### src/rtl/freq_counter_autorange.sv
// Gated frequency counter: counts synchronised rising edges of signal_in over a
// programmable window of clk cycles and reports a clipped or auto-ranged result.
module freq_counter_autorange #(
  parameter int OUT_W       = 8,
  parameter int CNT_W       = 24,
  parameter int PERIOD_W    = 20,
  parameter int SYNC_STAGES = 2
) (
  input  logic                clk,
  input  logic                reset,
  input  logic                enable,
  input  logic                signal_in,
  input  logic [PERIOD_W-1:0] gate_period,
  input  logic                auto_range,
  output logic [OUT_W-1:0]    freq_out,
  output logic [4:0]          freq_shift,
  output logic                freq_valid,
  output logic                overflow
);

  localparam int SMAX = CNT_W - OUT_W;
  localparam logic [CNT_W-1:0] CNT_MAX = {CNT_W{1'b1}};
  localparam logic [CNT_W-1:0] OUT_MAX = {{(CNT_W-OUT_W){1'b0}}, {OUT_W{1'b1}}};

  logic [SYNC_STAGES-1:0] sync_q;
  logic                   prev_q;
  logic [PERIOD_W-1:0]    gate_cnt_q, gate_cnt_d, g_q, g_d;
  logic [CNT_W-1:0]       edge_cnt_q, edge_cnt_d;
  logic                   sat_q, sat_d;
  logic [OUT_W-1:0]       fout_q, fout_d;
  logic [4:0]             fsh_q, fsh_d;
  logic                   fvld_q, fvld_d, fov_q, fov_d;

  logic                   sig_rise, at_max, last_cyc, sat_fin, clip;
  logic [PERIOD_W-1:0]    gp_eff, g_cur;
  logic [CNT_W-1:0]       final_cnt, shifted;
  logic [4:0]             shift_c;

  // Sync chain runs regardless of enable so re-enable sees a settled input.
  always_ff @(posedge clk) begin
    if (reset) begin
      sync_q <= '0;
      prev_q <= 1'b0;
    end else begin
      sync_q <= {sync_q[SYNC_STAGES-2:0], signal_in};
      prev_q <= sync_q[SYNC_STAGES-1];
    end
  end

  assign sig_rise  = sync_q[SYNC_STAGES-1] & ~prev_q;
  assign gp_eff    = (gate_period == '0) ? {{(PERIOD_W-1){1'b0}}, 1'b1} : gate_period;
  // Window length is taken live in the first cycle, latched copy afterwards.
  assign g_cur     = (gate_cnt_q == '0) ? gp_eff : g_q;
  assign last_cyc  = (gate_cnt_q == g_cur - 1'b1);
  assign at_max    = (edge_cnt_q == CNT_MAX);
  assign final_cnt = (sig_rise && !at_max) ? edge_cnt_q + 1'b1 : edge_cnt_q;
  assign sat_fin   = sat_q | (sig_rise & at_max);
  assign clip      = (final_cnt > OUT_MAX);

  always_comb begin
    shift_c = 5'(SMAX);
    for (int i = SMAX - 1; i >= 0; i--) begin
      if ((final_cnt >> i) <= OUT_MAX) shift_c = 5'(i);
    end
    shifted = final_cnt >> shift_c;
  end

  always_comb begin
    gate_cnt_d = gate_cnt_q;
    edge_cnt_d = edge_cnt_q;
    sat_d      = sat_q;
    g_d        = g_q;
    fout_d     = fout_q;
    fsh_d      = fsh_q;
    fov_d      = fov_q;
    fvld_d     = 1'b0;
    if (!enable) begin
      gate_cnt_d = '0;
      edge_cnt_d = '0;
      sat_d      = 1'b0;
    end else begin
      if (gate_cnt_q == '0) g_d = gp_eff;
      if (last_cyc) begin
        gate_cnt_d = '0;
        edge_cnt_d = '0;
        sat_d      = 1'b0;
        fvld_d     = 1'b1;
        if (auto_range) begin
          fout_d = shifted[OUT_W-1:0];
          fsh_d  = shift_c;
          fov_d  = sat_fin;
        end else begin
          fout_d = clip ? {OUT_W{1'b1}} : final_cnt[OUT_W-1:0];
          fsh_d  = 5'd0;
          fov_d  = sat_fin | clip;
        end
      end else begin
        gate_cnt_d = gate_cnt_q + 1'b1;
        edge_cnt_d = final_cnt;
        sat_d      = sat_fin;
      end
    end
  end

  always_ff @(posedge clk) begin
    if (reset) begin
      gate_cnt_q <= '0;
      edge_cnt_q <= '0;
      sat_q      <= 1'b0;
      g_q        <= '0;
      fout_q     <= '0;
      fsh_q      <= '0;
      fvld_q     <= 1'b0;
      fov_q      <= 1'b0;
    end else begin
      gate_cnt_q <= gate_cnt_d;
      edge_cnt_q <= edge_cnt_d;
      sat_q      <= sat_d;
      g_q        <= g_d;
      fout_q     <= fout_d;
      fsh_q      <= fsh_d;
      fvld_q     <= fvld_d;
      fov_q      <= fov_d;
    end
  end

  assign freq_out   = fout_q;
  assign freq_shift = fsh_q;
  assign freq_valid = fvld_q;
  assign overflow   = fov_q;

endmodule
### config.mk
export PLATFORM = sky130hd
export DESIGN_NAME = freq_counter_autorange
export DESIGN_NICKNAME = d
export VERILOG_FILES = /design/src/rtl/freq_counter_autorange.sv
export SDC_FILE = /design/constraint.sdc
export NUM_CORES = 1
export LEC_CHECK = 0
export CAP_MARGIN = 0
export CORE_ASPECT_RATIO = 1.75
export CORE_MARGIN = 1
export CORE_UTILIZATION = 60
export CTS_CLUSTER_DIAMETER = 100
export DETAILED_ROUTE_END_ITERATION = 7
export PLACE_DENSITY = 0.78
export SLEW_MARGIN = 40
export SYNTH_ARGS = -nofsm -noshare
export SYNTH_HDL_FRONTEND = slang
export SYNTH_SLANG_ARGS = --single-unit
### constraint.sdc
create_clock -name clk -period 12.66 [get_ports clk]
set_input_delay 2.532 -clock clk [delete_from_list [all_inputs] [get_ports clk]]
set_output_delay 2.532 -clock clk [all_outputs]
set_load 0.02 [all_outputs]
## Word-level counts from Yosys, hierarchy flattened

Index checks and enable logic that the tools add are counted.

| cells by class | value |
|---|---|
| bitwise logic cells | 6 |
| $lt $le $gt $ge | 17 |
| equal/unequal tests | 2 |
| mux-type cells | 24 |
| shift operators | 1 |
| add/subtract/negate cells | 3 |
| reduce and logical (&&, ||, !) cells | 7 |

Operators by type and width:

| cell | count |
|---|---|
| $mux 5 | 17 |
| $logic_not 20->1 | 2 |
| $mux 20 | 2 |
| $add 24x1->24 const B | 1 |
| $eq 24x24->1 const B | 1 |
| $gt 24x8->1 const B | 1 |
| $le 24x8->1 const B | 1 |
| $mux 24 | 1 |
| $shr 24x5->8 | 1 |
| $le 23x8->1 const B | 1 |
| $le 22x8->1 const B | 1 |
| $le 21x8->1 const B | 1 |
| $add 20x1->20 const B | 1 |
| $eq 20x20->1 | 1 |
| $le 20x8->1 const B | 1 |
| $sub 20x1->20 const B | 1 |
| $le 19x8->1 const B | 1 |
| $le 18x8->1 const B | 1 |
| $le 17x8->1 const B | 1 |
| $le 16x8->1 const B | 1 |
| $mux 8 | 2 |
| $le 15x8->1 const B | 1 |
| $le 14x8->1 const B | 1 |
| $le 13x8->1 const B | 1 |
| other kinds (13) | 17 |

| word-level totals | value |
|---|---|
| input port bits | 25 |
| bits in registers | 83 |
| word-level logic and storage cells | 70 |

## Depth between registers and ports, before layout

Gate-level depths: netlist (run 1).

| logic depth | value |
|---|---|
| word-level depth | 23 |
| mapped depth | 25 |
| depth with buffers taken out | 20 |

## Worst setup path after synthesis (run 1)

No wires, ideal clock.

| path | value |
|---|---|
| path kind | input port to flip-flop |
| from | input port gate_period[6] |
| to | register fout_q[4] (netlist: freq_out[4]) |
| arrival | 5.859 ns |
| slack | 6.682 ns |
| cell stages on the path | 19 |
| cell sequence | nor4_1 nand3_1 nor2_1 nor3_1 nor2_1 inv_1 ha_1 clkbuf_1 nor3b_1 xnor2_1 mux2i_1 nand4b_1 a2111oi_0 o2111ai_1 nor2_1 nand4_1 nor2_1 o2111ai_1 o31a_1 |

| between the ends | value |
|---|---|
| cells in the longest elaborated chain, start to end | 6 |

RTL lines:

| item | line | RTL |
|---|---|---|
| from (decl) | 13 | `input logic [PERIOD_W-1:0] gate_period,` |
| $logic_not 20->1 | 51 | `assign gp_eff = (gate_period == '0) ? {{(PERIOD_W-1){1'b0}}, 1'b1} : gate_period;` |
| $mux 20 * | 51 |  |
| $mux 20 * | - |  |
| $sub 20x1->20 * | 54 | `assign last_cyc = (gate_cnt_q == g_cur - 1'b1);` |
| $eq 20x20->1 * | 54 |  |
| $reduce_and 2->1 (no source line) * | - |  |
| to (signal assigned) | 120 | `fout_q <= fout_d;` |
| to (decl) | 30 | `logic [OUT_W-1:0] fout_q, fout_d;` |

Every way passes the cells marked *; elsewhere a longest branch is shown, timed or not.
A chain may end at the register's enable or synchronous reset.

## Final worst setup path (run 1)

| path | value |
|---|---|
| from | input port gate_period[5] |
| to | register fout_q[4] (netlist: freq_out[4]) |

Same word-level chain as after synthesis.

==> results of run 1 <==
## registers in the layout, indices dropped and copies added (netlist names)
| name | cells |
|---|---|
| g_q | 20 |
| edge_cnt_q | 24 |
| sat_q | 1 |
| overflow | 1 |
| sync_q | 2 |
| prev_q | 1 |
| freq_valid | 1 |
| gate_cnt_q | 20 |
| freq_out | 8 |
| freq_shift | 5 |
## routing by layer
layer  vias to the layer above  GRT usage [%]
met2                       326           74.1
met5                         -              0
met1                      3134           38.1
met4                         0           38.1
met3                       130           8.87
li1                       3062              -
## layout make-up
cell class                 instances  area, um2  share of cell area [%]
multi-input combinational        675       4340                    62.3
timing repair buffer              45        435                    6.25
clock inverter                     7       60.1                   0.862
inverter                          23       86.3                    1.24
clock buffer                       9        225                    3.23
tap                              127        159                    2.28
sequential                        83       1660                    23.8
## cells by family (layout without fill, tap and decap cells)
logic type / Yosys count / in the layout / share of synthesized area (%)
AOI/OAI and AO/OA: 161 / 161 / 18.1
xor gates and xnor gates: 65 / 65 / 9.03
adders and majority gates: 4 / 4 / 0.794
buffers and inverters: 70 / 84 / 4.88
DFF: 83 / 83 / 26.4
muxes: 53 / 53 / 8.79
and+or+nand+nor: 392 / 392 / 32.1
## stage by stage
step / setup slack [ns] / std cells / utilization, % / total power (uW)
finish: 5.33 / 969 / 68.1 / 618
global route: 4.82 / 969 / 68.1 / 639
CTS: 5.45 / 969 / 68.1 / 616
detailed placement: 5.10 / 953 / 65.3 / 362
global placement: 5.32 / 953 / 65.2 / 360
floorplan: 6.68 / 828 / - / 331
## power by group through the flow
stage,sequential (uW),combinational (uW),clock (uW)
6_report,273,86.8,259
2_1_floorplan,276,55.6,0
5_1_grt,273,92.8,273
4_1_cts,272,84.0,260
3_3_place_gp,278,82.5,0
3_5_place_dp,278,83.3,0
## worst max-delay path: stages
cell	delay, ns
clkdlybuf4s50_1	0.51
nor4_1	0.46
nand3_1	0.24
nor2_1	0.15
nor3_1	0.05
nor2_1	0.24
inv_1	0.08
ha_1	0.28
nor3b_1	0.18
xnor2_1	0.14
mux2i_1	0.14
nand4b_1	0.11
a2111oi_0	0.38
o2111ai_1	0.26
nor2_1	0.21
nand4_1	0.57
nor2_1	0.55
o2111ai_1	0.20
o31a_1	0.27
## cells in the final DEF, fill, tap and decap left out, types with 6 or more instances in the layout
cell / synthesis / layout
and2_1: 10 / 10
mux2i_1: 43 / 43
clkdlybuf4s50_1: 0 / 39
and4_1: 11 / 11
a211oi_1: 10 / 10
clkbuf_16: 0 / 9
o21ai_0: 20 / 20
dfxtp_1: 83 / 83
nand3_1: 39 / 39
nor2_1: 100 / 99
inv_1: 21 / 21
and3_1: 14 / 14
a311oi_1: 6 / 6
o21a_1: 7 / 7
xnor2_1: 38 / 38
nand4_1: 17 / 17
mux2_2: 7 / 7
a21oi_1: 42 / 42
nor3_1: 38 / 38
nor4_1: 15 / 15
nor2b_1: 16 / 16
o31ai_1: 10 / 10
xor2_1: 27 / 27
a311o_1: 6 / 6
or4_1: 7 / 7
a31oi_1: 10 / 10
or3_1: 16 / 16
nand2_1: 81 / 81
buf_4: 3 / 6
## worst max-delay path by stage
stage,depth (start not counted),startpoint,end,slack [ns]
after floorplan,19,gate_period[6],freq_out[4]$_SDFFE_PP0P_,6.68
final,19,gate_period[5],freq_out[4]$_SDFFE_PP0P_,5.33
after global routing,19,gate_period[5],freq_out[4]$_SDFFE_PP0P_,4.82
after global placement,19,gate_period[5],freq_out[4]$_SDFFE_PP0P_,5.32
after detailed placement,19,gate_period[5],freq_out[4]$_SDFFE_PP0P_,5.10
after CTS,19,gate_period[5],freq_out[4]$_SDFFE_PP0P_,5.45
==> metrics.md, run 1 <==
| Metric | Value |
|---|---|
| Status | complete, no violations |
| DRT antenna net count | 0 |
| Fill count | 904 |
| Routability cong. | 1.05 |
| FFs w/ async S/R, synth | 0% |
| Worst r2r src | gate_cnt_q[12]$_SDFF_PP0_ |
| Mapped cell area | 6300 um2 |
| CP endpoint kind | flop |
| Gr usage total | 41.4% |
| Hold path depth | 1 |
| Critical path data required time | 12.90 ns |
| Core area | 10,200 um2 |
| Pin count of the biggest net entering global routing | 46 |
| I/O pin total | 40 |
| Fmax | 136 MHz |
| Post-Syn Area per Cell | 7.61 um2 |
| Detail Route met2 WL | 11.2 mm |
| Initial antenna violation count | 0 |
| Hold wc startpoint | sync_q[0]$_SDFF_PP0_ |
| Final hold slack | 0.459 ns |
| Min Tclk post-route | 7.33 ns |
| Critical path fanouts, max | 18 |
| Yosys top cell area share | 26.4% |
| Max Slew Vio Count | 0 |
| Clk pwr share | 41.8% |
| CTS Hold Bufs | 0 |
| CTS buffer count | 9 |
| Yosys warning total | 0 |
| Pwr Density | 88.7 nW/um2 |
| Drt via density | 6.86 |
| Peak VDD IR | 0.0754 mV |
| TritonCTS sink count | 83 |
| PortBufs | 39 |
| First DRT Iteration DRCs | 556 |
| Synth cell types | 75 |
| Leading area contributor after synthesis | dfxtp_1 |
| Final Hold Fails | 0 |
| Met1 Wirelength | 7.26 mm |
| # resized after CTS | 0 |
| Final setup violation count | 0 |
| Routed len/inst | 22.5 um |
| Final wirelength | 21.8 mm |
| Internal power | 436 uW |
| Flop-to-flop setup slack | 6.60 ns |
| Placed standard-cell area | 6690 um2 |
| Max-cap violations | 0 |
| Worst Reg-to-Reg Cells | 18 |
| Clock-pin slew on the worst setup and hold paths | 0.07 ns |
| DR pass1 iterations | 7 |
| Post-DP HPWL | 16.6 mm |
| First-pass GRT wire length | 33.9 mm |
| Cell with the most instances after synthesis | nor2_1 |
| Worst Skew | 0.0132 ns |
| Post-CTS setup buffer count | 0 |
| Worst-Margin Slew | 0.837 ns |
| Clk root buf | clkbuf_16 |
| Post-Syn Nets | 857 |
| Wire length on met3 | 1.29 mm |
| RR Endpoint | freq_out[4]$_SDFFE_PP0P_ |
| Max clock buf depth | 2 |
| CP arrival | 7.57 ns |
| P_sw | 182 uW |
| Final instance area | 6970 um2 |
| Period utilization | 57.9% |
| Area Growth Syn to Fin | 10.6% |
| Hold WC Path Type | reg -> reg |
| GRT overflow | 0 |
| Proportion of layout cells with a drive suffix above 1 | 5.82% |
| Rows | 49 |
| Type of origin of the critical path | primary input |
| Mapped Cells | 828 |
| WHS Endpoint | sync_q[1]$_SDFF_PP0_ |
| Die area | 10,900 um2 |
| Nets@finish | 866 |
| Top cells by area, synth | dfxtp_1, mux2i_1, nor2_1 |
| Vias in the first global route | 6,506 |
| Initial cell density of the core | 61.6% |
| Die W | 79.5 um |
| Diode count | 0 |
| Switching portion of total power | 29.5% |
| Critical path class | in -> reg |
| Setup TNS Final | 0 ns |
| EDFF count, synth | 0 |
| Via count | 6,652 |
| Worst skew pair latency | 0.35 ns |
| H-tree levels | 3 |
| Synth Flop Type | dfxtp_1 |
| DRC Markers | 0 |
| Leak | 0.00236 uW |
| Die Ht | 138 um |
| Unrepaired setup endpoints after global routing | false |
| CTS tree | yes |
| Combinational Power Share | 14.0% |
| Sequential area share after synthesis | 26.4% |
| Highest Signal Layer | met4 |
| Slew HR | 43.8% |
| Commonest cells post-synth | nor2_1, dfxtp_1, nand2_1, mux2i_1, a21oi_1 |
| Yosys reg bits | 83 |
| Seq pwr share | 44.1% |
(Power assumes the default switching activity.)
==> run 2: changes to the inputs <==
==> constraint.sdc (replaced) <==
create_clock -name clk -period 7.1 [get_ports clk]
set_input_delay 1.42 -clock clk [delete_from_list [all_inputs] [get_ports clk]]
set_output_delay 1.42 -clock clk [all_outputs]
set_load 0.02 [all_outputs]
==> run 2 against run 1 <==
  * Sequential power up 78%
  * Utilization up 0.33 points
  * Largest power group unchanged
  * Critical path depth up 1
  * Largest cell class unchanged
  * First-iteration DRC count down 4.0%
  * Register-to-register slack worse by 5.4 ns
  * Cell area up 0.48%
  * Sequential cell count unchanged
  * Die area unchanged
  * Combinational power up 80%
==> metrics.md, run 2 (same netlist as run 1, synthesis figures left out) <==
| Metric | Value |
|---|---|
| Slew HR | 39.8% (-4.0 points) |
| Area Growth Syn to Fin | 11.1% |
| CTS tree | yes |
| Largest regs | edge_cnt_q x24, g_q x20, gate_cnt_q x20 |
| Final hold slack | 0.466 ns (+0.00724 ns) |
| CP startpoint | gate_period[5] |
| CTS Hold Bufs | 0 (unchanged) |
| Final Hold Fails | 0 (unchanged) |
| Critical path class | in -> reg |
| Initial cell density of the core | 61.6% (unchanged) |
| Critical path data required time | 7.32 ns (-5.58 ns) |
| Worst Reg-to-Reg Cells | 19 (+1) |
| Leak | 0.00240 uW (+1.5%) |
| Max clock buf depth | 2 (unchanged) |
| # resized after CTS | 0 (unchanged) |
| Worst Skew | 0.00965 ns (-0.00356 ns) |
| I/O pin total | 40 (unchanged) |
| Max-cap violations | 0 (unchanged) |
| Via count | 6,619 (-0.50%) |
| CP endpoint kind | flop |
| First DRT Iteration DRCs | 534 (-4.0%) |
| GRT overflow | 0 (unchanged) |
| Most common cell after layout, fill and taps aside | nor2_1 |
| PortBufs | 39 (unchanged) |
| H-tree levels | 3 (unchanged) |
| Clk root buf | clkbuf_16 |
| Type of origin of the critical path | primary input |
| Pin count of the biggest net entering global routing | 46 (unchanged) |
| Setup TNS Final | 0 ns (unchanged) |
| Gr usage total | 40.0% (-1.4 points) |
| Hold path depth | 1 (unchanged) |
| Highest-count cells in the layout ignoring fill and taps | nor2_1, dfxtp_1, nand2_1 |
| Unrepaired setup endpoints after global routing | false |
| Initial antenna violation count | 0 (unchanged) |
| Rows | 49 (unchanged) |
| Proportion of layout cells with a drive suffix above 1 | 6.26% (+0.45 points) |
| Max Slew Vio Count | 0 (unchanged) |
| Final wirelength | 21.3 mm (-2.2%) |
| Status | complete, no violations |
| CTS buffer count | 9 (unchanged) |
| DRC Markers | 0 (unchanged) |
| Period utilization | 83.4% |
| Clock-pin slew on the worst setup and hold paths | 0.07 ns (about the same) |
| CP arrival | 6.15 ns (-1.42 ns) |
| Min Tclk post-route | 5.92 ns |
| Routability cong. | 1.04 (-0.37%) |
| Die area | 10,900 um2 (unchanged) |
| Critical path fanouts, max | 18 (unchanged) |
| Worst-Margin Slew | 0.896 ns (+0.0595 ns) |
| Number of flip-flops in the largest register | 24 (unchanged) |
| Worst r2r src | gate_cnt_q[12]$_SDFF_PP0_ |
| Die W | 79.5 um (unchanged) |
| Final setup violation count | 0 (unchanged) |
| Fin util | 68.4% (+0.33 points) |
| Worst skew pair latency | 0.35 ns (about the same) |
| Largest register by flop count | edge_cnt_q |
| Routed len/inst | 21.9 um (-2.6%) |
| TritonCTS sink count | 83 (unchanged) |
| Pwr Density | 158 nW/um2 (+78%) |
| Nets@finish | 870 (+0.46%) |
| Fmax | 169 MHz |
| Post-CTS setup buffer count | 0 (unchanged) |
| Diode count | 0 (unchanged) |
| DRT antenna net count | 0 (unchanged) |
| Drt via density | 6.80 (-0.91%) |
| DR pass1 iterations | 7 (unchanged) |
| Core area | 10,200 um2 (unchanged) |
| Final worst setup slack | 1.18 ns (-4.15 ns) |
| Peak VDD IR | 0.151 mV (+100%) |
| Die Ht | 138 um (unchanged) |
| Worst slack, placed | 0.956 ns (-4.14 ns) |
| Hold WC Path Type | reg -> reg |
| Hold wc startpoint | sync_q[0]$_SDFF_PP0_ |
| Vias in the first global route | 6,426 (-1.2%) |
| First-pass GRT wire length | 33.3 mm (-1.9%) |
| Post-DP HPWL | 16.0 mm (-3.3%) |
## run 2: worst paths after layout
kind         slack [ns]                       end
max                1.18  freq_out[3]$_SDFFE_PP0P_
min                0.47      sync_q[1]$_SDFF_PP0_
max reg2reg        1.19  freq_out[3]$_SDFFE_PP0P_
min reg2reg        0.47      sync_q[1]$_SDFF_PP0_
## run 2: layout make-up
class	instances	area, um2
tap	127	159
timing repair buffer	49	465
clock buffer	9	225
sequential	83	1660
multi-input combinational	675	4340
fill	885	3230
inverter	23	86.3
clock inverter	7	66.3
## run 2: per-stage QoR
step | area [um2] | std cells | total power, uW
4_1_cts | 7000 | 973 | 1100
3_5_place_dp | 6710 | 957 | 645
6_report | 7000 | 973 | 1100
5_1_grt | 7000 | 973 | 1140
2_1_floorplan | 6300 | 828 | 591
3_3_place_gp | 6710 | 957 | 642
## run 2: metal layers
metal | vias to the layer above | part of all wire, % | track usage [%] | routed length (um)
met5 | - | 0 | 0 | 0
met4 | 0 | 8.7 | 33.0 | 1850
met3 | 133 | 5.8 | 7.09 | 1240
met2 | 338 | 51 | 72.3 | 11000
met1 | 3090 | 34 | 38.6 | 7280
li1 | 3058 | - | - | -
## run 2: critical path: stages
cell and delay [ns]:
clkdlybuf4s50_1 0.51, nor4_1 0.49, nand3_1 0.24, nor2_1 0.14
nor3_1 0.06, nor2_1 0.22, inv_1 0.07, ha_1 0.29
nor3b_1 0.19, xnor2_1 0.14, mux2i_1 0.15, nand4b_1 0.11
a2111oi_0 0.44, o2111ai_1 0.30, nor2_1 0.23, nand4_1 0.11
buf_4 0.24, nor2_1 0.29, nor4b_1 0.37, a21oi_1 0.12
## run 2: power by group
group          leakage [uW]  internal, uW  total (uW)  switching, uW
logic               0.00158          61.2         156           94.4
registers          0.000673           474         485           10.8
clock network      0.000145           247         464            217
total               0.00240           783        1100            322
==> run 3: changes to the inputs <==
--- a/config.mk
+++ b/config.mk
@@ -8,10 +8,10 @@
 export CAP_MARGIN = 0
 export CORE_ASPECT_RATIO = 1.75
 export CORE_MARGIN = 1
-export CORE_UTILIZATION = 60
+export CORE_UTILIZATION = 55
 export CTS_CLUSTER_DIAMETER = 100
 export DETAILED_ROUTE_END_ITERATION = 7
-export PLACE_DENSITY = 0.78
+export PLACE_DENSITY = 0.75
 export SLEW_MARGIN = 40
 export SYNTH_ARGS = -nofsm -noshare
 export SYNTH_HDL_FRONTEND = slang
==> constraint.sdc (replaced) <==
create_clock -name clk -period 5.1 [get_ports clk]
set_input_delay 1.02 -clock clk [delete_from_list [all_inputs] [get_ports clk]]
set_output_delay 1.02 -clock clk [all_outputs]
set_load 0.02 [all_outputs]
==> run 3 against run 2 <==
  * Sequential cell count unchanged
  * Routed wire length is 2.0% higher
  * Sequential share of layout area decreased by 1.3 points
  * Clock-buffer cell count is the same
  * Power up 40%
  * Die area rose by 8.9%
  * Non-clock buffer count up 53
  * Hold slack worse by 0.012 ns
  * Via count grew 2.5%
  * Global-route usage fell by 3.2 points
  * First-iteration DRC count is 34% lower
==> metrics.md, run 3 (same netlist as run 1, synthesis figures left out) <==
| Metric | Value |
|---|---|
| Period utilization | 93.5% |
| Pin count of the biggest net entering global routing | 46 (unchanged) |
| Hold WC Path Type | reg -> reg |
| Fmax | 210 MHz |
| Max Slew Vio Count | 0 (unchanged) |
| I/O pin total | 40 (unchanged) |
| Final worst setup slack | 0.332 ns (-0.843 ns) |
| DRT antenna net count | 0 (unchanged) |
| Die W | 82.9 um (+4.3%) |
| First DRT Iteration DRCs | 353 (-34%) |
| Final Non-Filler Cells | 1,031 (+6.0%) |
| Combinational Power Share | 15.5% (+1.4 points) |
| Post-DP HPWL | 16.8 mm (+4.7%) |
| Largest regs | edge_cnt_q x24, g_q x20, gate_cnt_q x20 |
| Type of origin of the critical path | primary input |
| DRC Markers | 0 (unchanged) |
| Drt via density | 6.58 (-3.3%) |
| Die Ht | 144 um (+4.4%) |
| Area Growth Syn to Fin | 17.7% |
| Initial antenna violation count | 0 (unchanged) |
| Critical path data required time | 5.34 ns (-1.98 ns) |
| Clk root buf | clkbuf_16 |
| Final Hold Fails | 0 (unchanged) |
| H-tree levels | 3 (unchanged) |
| Routed len/inst | 21.1 um (-3.7%) |
| PortBufs | 39 (unchanged) |
| Most common cell after layout, fill and taps aside | nor2_1 |
| Routability cong. | 1.01 (-3.3%) |
| Initial cell density of the core | 56.4% (-5.1 points) |
| Proportion of layout cells with a drive suffix above 1 | 11.8% (+5.5 points) |
| First-pass GRT wire length | 34.4 mm (+3.5%) |
| CP endpoint kind | flop |
| Core area | 11,200 um2 (+9.1%) |
| Slew HR | 47.4% (+7.5 points) |
| Hold path depth | 1 (unchanged) |
| Gr usage total | 36.8% (-3.2 points) |
| TritonCTS sink count | 83 (unchanged) |
| Clock-pin slew on the worst setup and hold paths | 0.07 ns (about the same) |
| Via count | 6,785 (+2.5%) |
| Worst-Margin Slew | 0.789 ns (-0.107 ns) |
| DR pass1 iterations | 5 (-2) |
| Worst skew pair latency | 0.34 ns (about the same) |
| Peak VDD IR | 0.189 mV (+25%) |
| Diode count | 0 (unchanged) |
| Max-cap violations | 0 (unchanged) |
| Leak | 0.00265 uW (+10%) |
| Min Tclk post-route | 4.77 ns |
| Max clock buf depth | 2 (unchanged) |
| Status | complete, no violations |
| Seq pwr share | 43.5% (-0.4 points) |
| CTS buffer count | 9 (unchanged) |
| Critical path class | in -> reg |
| Worst Reg-to-Reg Cells | 13 (-6) |
| CP arrival | 5.01 ns (-1.14 ns) |
| Die area | 11,900 um2 (+8.9%) |
| P_sw | 447 uW (+39%) |
| CTS tree | yes |
| Critical path fanouts, max | 7 (-11) |
| Highest-count cells in the layout ignoring fill and taps | nor2_1, dfxtp_1, nand2_1 |
| Pwr Density | 209 nW/um2 (+32%) |
| Rows | 51 (+4.1%) |
| Vias in the first global route | 6,704 (+4.3%) |
| Switching portion of total power | 28.8% (-0.33 points) |
| Internal power | 1100 uW (+41%) |
| Clk pwr share | 41.1% (-0.9 points) |
| Number of flip-flops in the largest register | 24 (unchanged) |
| Unrepaired setup endpoints after global routing | false |
| Largest register by flop count | edge_cnt_q |
| Final setup violation count | 0 (unchanged) |
| Nets@finish | 923 (+6.1%) |
| Worst Skew | 0.00851 ns (-0.00114 ns) |
| Worst slack, placed | -0.242 ns (-1.20 ns) |
| Placed cells | 1,014 (+6.0%) |
| GRT overflow | 0 (unchanged) |
| Final wirelength | 21.8 mm (+2.0%) |
## run 3: cell types whose count changed in the layout (fill, tap and decap cells not counted), moves of 2 or more
cell / previous run / this run
buf_12: 0 / 2
clkinv_4: 2 / 0
clkinvlp_4: 0 / 2
buf_4: 10 / 61
## run 3: critical path: stages
cell and delay [ns]:
clkdlybuf4s50_1 0.47, nor4_1 0.30, buf_4 0.17, nand2_1 0.07, nor2_1 0.11, nor3_1 0.05
nor2_1 0.12, inv_1 0.06, ha_1 0.23, buf_4 0.15, xor2_1 0.17, a21oi_1 0.06
nand4b_1 0.18, a2111oi_1 0.42, o2111ai_1 0.27, nor2_1 0.21, nand4_1 0.15, buf_4 0.22
nor2_2 0.16, o2111ai_1 0.14, o31a_1 0.25
## run 3: stage by stage
stage                     util [%]  setup TNS [ns]  instance area, um2  power [uW]  hold WS [ns]
after detailed placement      63.8           -1.59                7130         922         0.437
after global routing          66.5               0                7420        1600         0.479
after global placement        63.8           -1.19                7130         921         0.435
after floorplan                  -               0                6300         822         0.414
after CTS                     66.4               0                7410        1560         0.458
final                         66.5               0                7420        1550         0.454
## run 3: what timing repair did
action	CTS	global route
buffers inserted	0	1
gates resized for setup	0	2
endpoints found under the setup margin	0	10
hold buffers	0	0
## run 3: metal layers
metal | routed length (um) | share of wire [%] | global-route usage [%] | up-vias
met5 | 0 | 0 | 0 | -
met4 | 1640 | 7.5 | 27.9 | 0
met3 | 878 | 4.0 | 3.91 | 99
met2 | 11800 | 54 | 70.4 | 263
met1 | 7480 | 34 | 35.9 | 3245
li1 | - | - | - | 3178
## run 3: power groups by stage
stage	logic, uW	registers [uW]	clock network, uW
2_1_floorplan	138	684	0
3_3_place_gp	233	688	0
3_5_place_dp	233	689	0
4_1_cts	235	674	648
5_1_grt	257	675	672
6_report	240	674	637
## run 3: layout make-up
class / instances / area [um2]
timing repair buffer: 102 / 888
multi-input combinational: 675 / 4340
sequential: 83 / 1660
fill: 988 / 3750
inverter: 23 / 86.3
clock buffer: 9 / 225
tap: 132 / 165
clock inverter: 7 / 57.6
## run 3: worst paths after layout
path                               to                startpoint  slack, ns
max reg2reg  freq_out[0]$_SDFFE_PP0P_  edge_cnt_q[0]$_SDFF_PP0_       0.40
min              sync_q[1]$_SDFF_PP0_      sync_q[0]$_SDFF_PP0_       0.45
min reg2reg      sync_q[1]$_SDFF_PP0_      sync_q[0]$_SDFF_PP0_       0.45
max          freq_out[4]$_SDFFE_PP0P_           gate_period[17]       0.33
